## config.mk

```make
export PLATFORM = sky130hd
export DESIGN_NAME = instr_encoder
export DESIGN_NICKNAME = d
export VERILOG_FILES = /design/src/rtl/instr_encoder.sv
export SDC_FILE = /design/constraint.sdc
export NUM_CORES = 1
export LEC_CHECK = 0
export ABC_AREA = 1
export CAP_MARGIN = 10
export CORE_ASPECT_RATIO = 1.4
export CORE_MARGIN = 4
export CORE_UTILIZATION = 30
export DETAILED_ROUTE_END_ITERATION = 8
export SYNTH_ARGS = -nofsm -noshare
export SYNTH_HDL_FRONTEND = slang
export SYNTH_SLANG_ARGS = --single-unit
export TNS_END_PERCENT = 100
```

## constraint.sdc

```tcl
create_clock -name clk -period 3.85 [get_ports clk]
set_input_delay 0.77 -clock clk [delete_from_list [all_inputs] [get_ports clk]]
set_output_delay 0.77 -clock clk [all_outputs]
set_load 0.01 [all_outputs]
```

## src/rtl/instr_encoder.sv

```systemverilog
// ---------------------------------------------------------------------------
// instr_encoder
//
// RV32I instruction encoder and instruction-memory loader. Field-level
// instruction descriptions are encoded into 32-bit machine words, buffered in
// a small FIFO, and written sequentially into instruction memory.
//
// Optional feature macro: ENC_RANGE_CHECK_EN
//   defined   : immediates are range-checked per format; an out-of-range
//               instruction is consumed without being pushed and sets err.
//   undefined : immediates are truncated to the format's fields; err is only
//               set by an illegal in_fmt.
//
// Parameters:
//   DEPTH      FIFO entries (power of two, >= 2)
//   ADDR_WIDTH byte-address width of the memory port
//   BASE_ADDR  first write address of every session (word aligned)
//
// Ports:
//   clk, rst_n          clock, asynchronous active-low reset
//   start               pulse, begins a load session from IDLE
//   in_valid/in_ready   instruction field handshake
//   in_last             final instruction of the session
//   in_fmt              000 I, 001 S, 010 B, 011 J, 100 U, 101 R
//   in_op, in_funct3, in_funct7_5, in_rd, in_rs1, in_rs2, in_imm  fields
//   mem_we/mem_ready    memory write handshake
//   mem_addr, mem_wdata byte address and word at the FIFO head
//   done                one-cycle pulse at session end
//   err, clr_err        sticky reject flag and its clear
//   dbg_state           current FSM state (0 IDLE, 1 LOAD, 2 DRAIN, 3 DONE)
//
// Handshakes: a beat transfers on a rising edge where valid and ready are
// both high; valid never depends on ready, and a source holding valid keeps
// its payload stable until the transfer.
// ---------------------------------------------------------------------------
module instr_encoder #(
    parameter int DEPTH      = 4,
    parameter int ADDR_WIDTH = 12,
    parameter int BASE_ADDR  = 0
) (
    input  logic                  clk,
    input  logic                  rst_n,
    input  logic                  start,
    input  logic                  in_valid,
    output logic                  in_ready,
    input  logic                  in_last,
    input  logic [2:0]            in_fmt,
    input  logic [6:0]            in_op,
    input  logic [2:0]            in_funct3,
    input  logic                  in_funct7_5,
    input  logic [4:0]            in_rd,
    input  logic [4:0]            in_rs1,
    input  logic [4:0]            in_rs2,
    input  logic [31:0]           in_imm,
    output logic                  mem_we,
    input  logic                  mem_ready,
    output logic [ADDR_WIDTH-1:0] mem_addr,
    output logic [31:0]           mem_wdata,
    output logic                  done,
    output logic                  err,
    input  logic                  clr_err,
    output logic [1:0]            dbg_state
);

    localparam int PTR_W = $clog2(DEPTH);

    typedef enum logic [1:0] {
        ST_IDLE  = 2'd0,
        ST_LOAD  = 2'd1,
        ST_DRAIN = 2'd2,
        ST_DONE  = 2'd3
    } state_t;

    state_t                state_q, state_d;
    logic [PTR_W:0]        wr_ptr_q, wr_ptr_d;
    logic [PTR_W:0]        rd_ptr_q, rd_ptr_d;
    logic [ADDR_WIDTH-1:0] addr_q, addr_d;
    logic                  err_q, err_d;
    logic [31:0]           fifo_q [DEPTH];

    logic        fifo_empty, fifo_full;
    logic        accept, push, pop, reject;
    logic        fmt_legal, insn_ok;
    logic [31:0] enc_word;

    // ------------------------------------------------------------------
    // Encoder: standard RV32I bit placement per format.
    // ------------------------------------------------------------------
    always_comb begin
        enc_word  = 32'd0;
        fmt_legal = 1'b1;
        case (in_fmt)
            3'b000: enc_word = {in_imm[11:0], in_rs1, in_funct3, in_rd, in_op};
            3'b001: enc_word = {in_imm[11:5], in_rs2, in_rs1, in_funct3,
                                in_imm[4:0], in_op};
            3'b010: enc_word = {in_imm[12], in_imm[10:5], in_rs2, in_rs1,
                                in_funct3, in_imm[4:1], in_imm[11], in_op};
            3'b011: enc_word = {in_imm[20], in_imm[10:1], in_imm[11],
                                in_imm[19:12], in_rd, in_op};
            3'b100: enc_word = {in_imm[31:12], in_rd, in_op};
            3'b101: enc_word = {1'b0, in_funct7_5, 5'b00000, in_rs2, in_rs1,
                                in_funct3, in_rd, in_op};
            default: fmt_legal = 1'b0;
        endcase
    end

`ifdef ENC_RANGE_CHECK_EN
    logic range_ok;

    // A signed N-bit value has bits [31:N-1] all equal.
    always_comb begin
        range_ok = 1'b1;
        case (in_fmt)
            3'b000,
            3'b001: range_ok = (&in_imm[31:11]) || !(|in_imm[31:11]);
            3'b010: range_ok = ((&in_imm[31:12]) || !(|in_imm[31:12])) && !in_imm[0];
            3'b011: range_ok = ((&in_imm[31:20]) || !(|in_imm[31:20])) && !in_imm[0];
            3'b100: range_ok = !(|in_imm[11:0]);
            default: range_ok = 1'b1;
        endcase
    end

    assign insn_ok = fmt_legal && range_ok;
`else
    assign insn_ok = fmt_legal;
`endif

    // ------------------------------------------------------------------
    // FIFO status and handshakes
    // ------------------------------------------------------------------
    assign fifo_empty = (wr_ptr_q == rd_ptr_q);
    assign fifo_full  = (wr_ptr_q[PTR_W] != rd_ptr_q[PTR_W]) &&
                        (wr_ptr_q[PTR_W-1:0] == rd_ptr_q[PTR_W-1:0]);

    assign in_ready = (state_q == ST_LOAD) && !fifo_full;
    assign accept   = in_valid && in_ready;
    assign push     = accept && insn_ok;
    assign reject   = accept && !insn_ok;
    assign pop      = mem_we && mem_ready;

    assign mem_we    = !fifo_empty;
    assign mem_addr  = addr_q;
    // Driven to zero when nothing is queued so the port never shows stale data.
    assign mem_wdata = fifo_empty ? 32'd0 : fifo_q[rd_ptr_q[PTR_W-1:0]];
    assign done      = (state_q == ST_DONE);
    assign err       = err_q;
    assign dbg_state = state_q;

    // ------------------------------------------------------------------
    // Next-state logic
    // ------------------------------------------------------------------
    always_comb begin
        state_d  = state_q;
        wr_ptr_d = wr_ptr_q;
        rd_ptr_d = rd_ptr_q;
        addr_d   = addr_q;
        err_d    = err_q;

        if (push) wr_ptr_d = wr_ptr_q + 1'b1;
        if (pop)  rd_ptr_d = rd_ptr_q + 1'b1;

        // The FIFO is always empty in IDLE, so a restart never races a pop.
        if ((state_q == ST_IDLE) && start) begin
            addr_d = ADDR_WIDTH'(BASE_ADDR);
        end else if (pop) begin
            addr_d = addr_q + ADDR_WIDTH'(4);
        end

        // Clear wins over a same-cycle reject.
        if (clr_err) begin
            err_d = 1'b0;
        end else if (reject) begin
            err_d = 1'b1;
        end

        case (state_q)
            ST_IDLE:  if (start) state_d = ST_LOAD;
            // A rejected last instruction still ends the load phase.
            ST_LOAD:  if (accept && in_last) state_d = ST_DRAIN;
            ST_DRAIN: if (fifo_empty) state_d = ST_DONE;
            ST_DONE:  state_d = ST_IDLE;
            default:  state_d = ST_IDLE;
        endcase
    end

    // ------------------------------------------------------------------
    // Registers
    // ------------------------------------------------------------------
    always_ff @(posedge clk or negedge rst_n) begin
        if (!rst_n) begin
            state_q  <= ST_IDLE;
            wr_ptr_q <= '0;
            rd_ptr_q <= '0;
            addr_q   <= ADDR_WIDTH'(BASE_ADDR);
            err_q    <= 1'b0;
        end else begin
            state_q  <= state_d;
            wr_ptr_q <= wr_ptr_d;
            rd_ptr_q <= rd_ptr_d;
            addr_q   <= addr_d;
            err_q    <= err_d;
        end
    end

    // Storage needs no reset: reading is masked by the pointers.
    always_ff @(posedge clk) begin
        if (push) fifo_q[wr_ptr_q[PTR_W-1:0]] <= enc_word;
    end

endmodule

```

Yosys cells after proc, flatten, opt, wreduce, memory -nomap -nowiden:

Memories as Yosys holds them, arrays and structs flattened.
Index checks and enable logic that the tools add are counted.

* add/subtract/negate cells: 3
* reduce and logical (&&, ||, !) cells: 17
* equality and inequality tests: 14
* mux-type cells: 13

Operators by type and width (count)
* $pmux 32 s6: 1
* $mux 32: 1
* $mux 12: 2
* $add 12x3->12 const B: 1
* $logic_and 1x1->1: 8
* $pmux 2 s4: 1
* $add 3x1->3 const B: 2
* $eq 3x2->1 const B: 2
* $eq 3x3->1 const B: 2
* $mux 2: 3
* $reduce_or 6->1: 1
* $mux 1: 5
* $eq 2x2->1 const B: 2
* $ne 2x2->1 const B: 2
* $reduce_bool 2->1: 2
* $eq 3x1->1 const B: 1
* $eq 3x3->1: 1
* $logic_not 1->1: 3
* $logic_not 3->1: 1
* $reduce_and 3->1: 1
* $eq 2x1->1 const B: 1
* $eq 2x2->1: 1
* $logic_not 2->1: 1
* $ne 2x1->1 const B: 1
* $ne 1x1->1: 1

* bits in registers: 21
* memory bits (writable): 128
* input bits: 68
* logic and storage cells: 53
* output and inout bits: 50
* memories: 1

Memory list
* fifo_q: depth 4, bits a word 32, rd ports 1, clocked after Yosys merged registers in 0, write ports 1, RTL line 79 `logic [31:0] fifo_q [DEPTH];`

Longest topological paths before layout:

Gate-level depths: netlist (run 1).

* depth after elaboration: 8
* mapped depth: 10
* depth with buffers taken out: 10

Worst setup path after synthesis (run 1):

No wires, ideal clock.

* kind: input to register
* start: input port in_fmt[2]
* end: memory fifo_q[0][0], enable pin
* data required time: 3.429 ns
* setup slack: 0.782 ns
* path buffers: 0
* arrival: 2.646 ns
* cell stages on the path: 5
* path through: nand2_1 > clkinv_1 > nor2_4 > inv_2 > nor2_1

* word-level cells in the longest chain between the ends: 6

RTL lines
* from (decl): RTL line 47 `input logic [2:0] in_fmt,`
* $eq 3x3->1, or another cell as far along: RTL line 92 `case (in_fmt)`
* $reduce_or 6->1 (no source line) (*)
* $mux 1 (*): RTL line 92
* $logic_and 1x1->1 (*): RTL line 137 `assign push = accept && insn_ok;`
* $mux 1 (*): RTL line 207 `if (push) fifo_q[wr_ptr_q[PTR_W-1:0]] <= enc_word;`
* $mux 1 (implied by the code) (*): RTL line 207
* to (decl): RTL line 79

Every way passes the cells marked *; elsewhere a longest branch is shown, timed or not.

Worst setup path in the final report (run 1):

* start: register rd_ptr_q[1]
* end: output port mem_wdata[9]

* word-level cells in the longest chain between the ends: 2

RTL lines
* from (decl): RTL line 76 `logic [PTR_W:0] rd_ptr_q, rd_ptr_d;`
* from (signal assigned): RTL line 199 `rd_ptr_q <= rd_ptr_d;`
* $mem_v2 4x32 / $eq 3x3->1 (equally long branches)
* $mux 32 (*): RTL line 144 `assign mem_wdata = fifo_empty ? 32'd0 : fifo_q[rd_ptr_q[PTR_W-1:0]];`
* to (decl): RTL line 58 `output logic [31:0] mem_wdata,`

Marked as above.

==> impl_metrics.py, run 1 <==
metrics = {
    "logic_synthesis": {
        "syn_area_sq_um": 6690,
        "synth_async_sr_flop_share_pct": 12.9,
        "yosysTopAreaCellShare_pct": 57.5,
        "synthTopCellsByCount": "edfxtp_1 (128), nand2_1 (103), nor2_1 (85)",
        "seq_area_frac_synth_pct": 64.6,
        "avgSynthCellArea_sq_um": 10.6,
        "ys_seq_elements": 147,
        "ys_top_cells_by_area": "edfxtp_1 (57%), dfrtp_1 (7.1%), o21ai_0 (6.1%)",
        "yosysTopAreaCell": "edfxtp_1",
        "synth-edff-count": 128,
        "synth_top_flop_cell": "edfxtp_1",
        "yosysMostFrequentCell": "edfxtp_1",
        "yosysUniqueCellTypes": 36,
        "yosysWarnings": 0,
        "netlist_instances": 634,
    },
    "power_and_ir_drop": {
        "p_per_area_nw_per_um2": 710,
        "ir_worst_vdd_uv": 390,
        "p_leak_nw": 3.41,
    },
    "timing": {
        "fin_tns_setup_ps": 0,
        "timing.final.hold_violations": 0,
        "skew_ps": 8.27,
        "holdWs_ps": 526,
        "post-route-period-util_pct": 84.1,
        "rsz0062_at_grt": "no",
        "tightest_slew_ps": 995,
        "clock.fmax_mhz": 309,
        "final_max_slew_viol_count": 0,
        "setup_viol": 0,
        "finalCriticalPeriod_ps": 3240,
        "maxSlewHeadroom_pct": 33.4,
    },
    "place": {
        "dp_hpwl_mm": 11.2,
        "place_congestion": 0.873,
        "portBuffers": 115,
        "dp_cells": 1030,
    },
    "cts": {
        "clockRootBuffer": "clkbuf_16",
        "ctsHoldBuffers": 0,
        "cts_resized": 0,
        "clock_sinks": 147,
        "clock_latency_ps": 410,
        "post_cts_buffers": 0,
        "clk_pin_slew_ps": 60,
        "cts_buffers": 17,
        "cts_tree": "done",
        "htreeDepth": 4,
        "clk_path_buf_depth": 2,
    },
    "finish": {
        "drive_gt1_share_pct": 9.15,
        "fin_cells": 1062,
        "area_growth_pct": 31.6,
        "antenna_cells": 0,
        "nets": 831,
    },
    "die": {
        "die_y_um": 185,
        "ios": 118,
        "initial_core_util_pct": 30.5,
        "placementRows": 64,
        "dieArea_sq_um": 24800,
        "core_area_sq_um": 21900,
        "die_x_um": 134,
    },
    "status": {
        "status": "complete, no violations",
    },
    "critical_path": {
        "crit_buf_inv": 3,
        "cp_cell_sequence": "inv_2 -> nand2_1 -> nand2_2 -> nand3_4 -> nand2_1 -> inv_1 -> clkdlybuf4s50_1",
        "startpoint_type": "register",
        "worstPathMaxFanout": 35,
        "critical_path_class": "register to output port",
        "crit_path_end_kind": "output port",
        "cp_data_arrival_time_ps": 2470,
        "path_delay_family": "simple AND/OR/NAND/NOR gates",
        "required_ps": 3080,
        "slowest_stage": "clkdlybuf4s50_1",
        "slowest_delay_ps": 480,
        "crit_path_frequent_cell": "nand2_1",
    },
    "grt": {
        "grt_util_all_layers_pct": 13.2,
        "grt_pass1_vias": 5009,
        "met1_usage_pct": 15.6,
        "grt_pass1_wl_mm": 25.6,
        "busiest_layer": "met2",
        "grt_use_met2_pct": 23.7,
        "grtUsageMet3_pct": 2.38,
        "antenna_found_initial": 0,
        "overflow": 0,
        "grt_max_degree": 37,
    },
    "drt": {
        "wl_mm": 16.4,
        "drc_errors": 0,
        "first_pass_iters": 5,
        "drt_iter0_markers": 246,
        "antenna_left": 0,
        "vias_per_cell": 4.66,
        "via_count": 4949,
        "wire_per_inst_um": 15.5,
    },
    "worst_hold_path": {
        "min_path_type": "register to register",
    },
    "flow_run": {
        "drv_cap": 0,
    },
}
power by group:
| group | internal, mW | switching (mW) |
|---|---|---|
| registers | 1.92 | 0.0977 |
| clock network | 0.914 | 0.685 |
| logic | 1.13 | 1.51 |
| total | 3.96 | 2.29 |
worst min-delay path, delay by kind of cell (launching register included):
family	cells	cell delay [ps]
flops	1	380
compound gates	1	60
buf+inv	1	50
area by class of cell:
class	instances	area, sq um
clock buffer	18	429
clock inverter	14	144
fill	2159	13100
inverter	77	292
multi-input combinational	383	1970
sequential	147	4320
tap	297	372
timing repair buffer	126	1270
registers in the layout, indices dropped and copies added (netlist names):
name / count
mem_addr: 10
err: 1
wr_ptr_q: 3
rd_ptr_q: 3
dbg_state: 2
fifo_q: 128
path summary, 6_finish.rpt:
kind | depth (start not counted) | from | slack [ps] | endpoint
setup reg to reg | 9 | wr_ptr_q[0]$_DFFE_PN0P_ | 1580 | fifo_q[3][24]$_DFFE_PP_
setup / recovery | 7 | rd_ptr_q[1]$_DFFE_PN0P_ | 610 | mem_wdata[9]
min in group asynchronous | 1 | rst_n | 890 | mem_addr[11]$_DFFE_PN0P_
hold / removal | 2 | err$_DFFE_PN0P_ | 530 | err$_DFFE_PN0P_
max in group asynchronous | 1 | rst_n | 2310 | rd_ptr_q[0]$_DFFE_PN0P_
hold reg to reg | 2 | err$_DFFE_PN0P_ | 530 | err$_DFFE_PN0P_
layout by cell type (no fill, tap or decap), types with 6 or more instances in the layout:
cell / n
nand3_1: 15
dfrtp_1: 18
o21ai_0: 81
inv_1: 68
o22ai_1: 33
nand4_1: 8
inv_2: 7
edfxtp_1: 128
clkbuf_16: 17
xor2_1: 6
nor2_1: 81
clkdlybuf4s50_1: 115
buf_4: 8
ha_1: 11
nand2_1: 103
logic make-up (layout without fill, tap and decap cells):
logic type,Yosys count,in the layout,share of synthesized area (%)
AOI/OAI and AO/OA,138,138,11.7
xor gates and xnor gates,7,7,0.917
adders and majority gates,11,11,2.06
buffers and inverters,105,235,6.42
DFF,147,147,64.6
other,1,2,0.0561
and+or+nand+nor,225,225,14.3
stage by stage:
| stage | worst slack (ps) | area [sq um] | util, % | total power [mW] |
|---|---|---|---|---|
| global route | 411 | 8800 | 40.1 | 6.68 |
| CTS | 533 | 8800 | 40.1 | 6.34 |
| floorplan | 782 | 6690 | - | 3.50 |
| detailed placement | 596 | 8230 | 37.5 | 4.73 |
| finish | 610 | 8800 | 40.1 | 6.25 |
| global placement | 663 | 8230 | 37.5 | 4.72 |
layer usage:
| metal | share of wire [%] | vias to the layer above | wire, um |
|---|---|---|---|
| met2 | 52 | 134 | 8560 |
| met1 | 42 | 2378 | 6850 |
| li1 | - | 2417 | - |
| met5 | 0 | - | 0 |
| met4 | 1.8 | 0 | 299 |
| met3 | 4.3 | 20 | 704 |
(Power assumes the default switching activity.)
==> inputs of run 2 (changes only) <==
- clock period: 3.85 -> 2.6 ns (I/O delays scaled with it)
==> impl_metrics.py, run 2 (same netlist as run 1, synthesis figures left out) <==
metrics = {
    "die": {
        "core_area_sq_um": 21900,
        "ios": 118,
        "die_x_um": 134,
        "die_y_um": 185,
        "placementRows": 64,
        "dieArea_sq_um": 24800,
        "initial_core_util_pct": 30.5,
    },
    "grt": {
        "grt_pass1_vias": 5144,
        "overflow": 0,
        "grt_pass1_wl_mm": 26.4,
        "grt_util_all_layers_pct": 13.8,
        "grt_max_degree": 27,
        "antenna_found_initial": 0,
    },
    "cts": {
        "cts_tree": "done",
        "htreeDepth": 4,
        "clk_path_buf_depth": 2,
        "clockRootBuffer": "clkbuf_16",
        "ctsHoldBuffers": 0,
        "clock_latency_ps": 420,
        "cts_buffers": 17,
        "clk_pin_slew_ps": 70,
        "clock_sinks": 147,
    },
    "drt": {
        "via_count": 5036,
        "wl_mm": 16.9,
        "vias_per_cell": 4.64,
        "drt_iter0_markers": 328,
        "antenna_left": 0,
        "first_pass_iters": 5,
        "drc_errors": 0,
        "wire_per_inst_um": 15.6,
    },
    "place": {
        "dp_hpwl_mm": 11.2,
        "place_ws_ps": 275,
        "place_congestion": 0.837,
        "dp_cells": 1046,
        "portBuffers": 115,
    },
    "flow_run": {
        "drv_cap": 0,
    },
    "finish": {
        "largest_reg_flops": 128,
        "nets": 855,
        "final_cell_mix": "edfxtp_1 (128), nand2_1 (103), clkdlybuf4s50_1 (83)",
        "drive_gt1_share_pct": 12.3,
        "utilization_pct": 41.9,
        "area_growth_pct": 37.6,
        "fin_cells": 1085,
        "final_common_cell": "edfxtp_1",
        "antenna_cells": 0,
    },
    "timing": {
        "rsz0062_at_grt": "no",
        "skew_ps": 9.33,
        "finalCriticalPeriod_ps": 2480,
        "maxSlewHeadroom_pct": 61.2,
        "tightest_slew_ps": 583,
        "setup_viol": 0,
        "post-route-period-util_pct": 95.4,
        "fin_tns_setup_ps": 0,
        "fin_ws_ps": 119,
        "holdWs_ps": 453,
        "clock.fmax_mhz": 403,
        "final_max_slew_viol_count": 0,
        "timing.final.hold_violations": 0,
    },
    "critical_path": {
        "critical_path_class": "register to output port",
        "required_ps": 2080,
        "cp_data_arrival_time_ps": 1960,
        "crit_path_end_kind": "output port",
        "worstPathMaxFanout": 20,
        "startpoint_type": "register",
    },
    "power_and_ir_drop": {
        "ir_worst_vdd_uv": 455,
        "p_per_area_nw_per_um2": 1050,
        "p_leak_nw": 3.71,
    },
    "worst_hold_path": {
        "min_path_type": "primary input to async pin",
    },
    "status": {
        "status": "complete, no violations",
    },
}
run 2: changes by cell type in the layout (fill, tap and decap cells not counted), sizes merged:
cell,before,now
buf,11,33
clkdlybuf4s50,115,83
inv,84,86
clkinv,4,2
clkinvlp,2,1
dlygate4sd2,0,29
bufinv,1,2
bufbuf,0,2
dlymetal6s2s,0,2
run 2: through the flow:
stage | total power, mW | cell area, sq um
5_1_grt | 10.3 | 9200
4_1_cts | 9.81 | 9190
3_5_place_dp | 7.16 | 8410
2_1_floorplan | 5.18 | 6690
3_3_place_gp | 7.13 | 8410
6_report | 9.71 | 9200
run 2: worst paths after layout:
kind | start | endpoint | slack (ps) | cells past startpoint
worst max-delay path | rd_ptr_q[0]$_DFFE_PN0P_ | mem_we | 120 | 6
worst min-delay path | rst_n | mem_addr[11]$_DFFE_PN0P_ | 450 | 2
worst max register to register | dbg_state[1]$_DFFE_PN0P_ | fifo_q[1][3]$_DFFE_PP_ | 660 | 7
worst min register to register | wr_ptr_q[0]$_DFFE_PN0P_ | wr_ptr_q[0]$_DFFE_PN0P_ | 520 | 1
max in group asynchronous | rst_n | rd_ptr_q[1]$_DFFE_PN0P_ | 1910 | 2
min in group clk | wr_ptr_q[0]$_DFFE_PN0P_ | wr_ptr_q[0]$_DFFE_PN0P_ | 520 | 1
run 2: worst max-delay path: stages, from the launching register on:
cell	delay [ps]
dfrtp_2	460
inv_4	80
nand2_1	80
nand2_2	80
nand3_4	110
buf_12	170
clkdlybuf4s50_1	550
run 2: per-layer routing:
metal | track usage (%) | wire [um] | vias up
li1 | - | - | 2468
met1 | 15.6 | 6720 | 2387
met2 | 25.4 | 8940 | 158
met3 | 2.62 | 902 | 23
met4 | 5.34 | 354 | 0
met5 | 0 | 0 | -
run 2: power breakdown:
group	internal [mW]	switching, mW
Combinational	1.85	2.35
Sequential	2.85	0.169
Clock	1.46	1.03
Total	6.16	3.55
run 2: area by class of cell:
| type | instances | area, sq um |
|---|---|---|
| clock buffers | 17 | 425 |
| well taps | 297 | 372 |
| multi-input cells | 383 | 1970 |
| flip-flops and latches | 147 | 4320 |
| fillers | 2125 | 12700 |
| repair buffers | 150 | 1630 |
| clock inverters | 14 | 181 |
| inverters | 77 | 297 |
run 2: timing repair:
item,4_1_cts,5_1_grt
gates cloned,4,0
setup endpoints to repair,32,3
buffers inserted,4,0
resized for setup,44,9
pin swaps,5,2
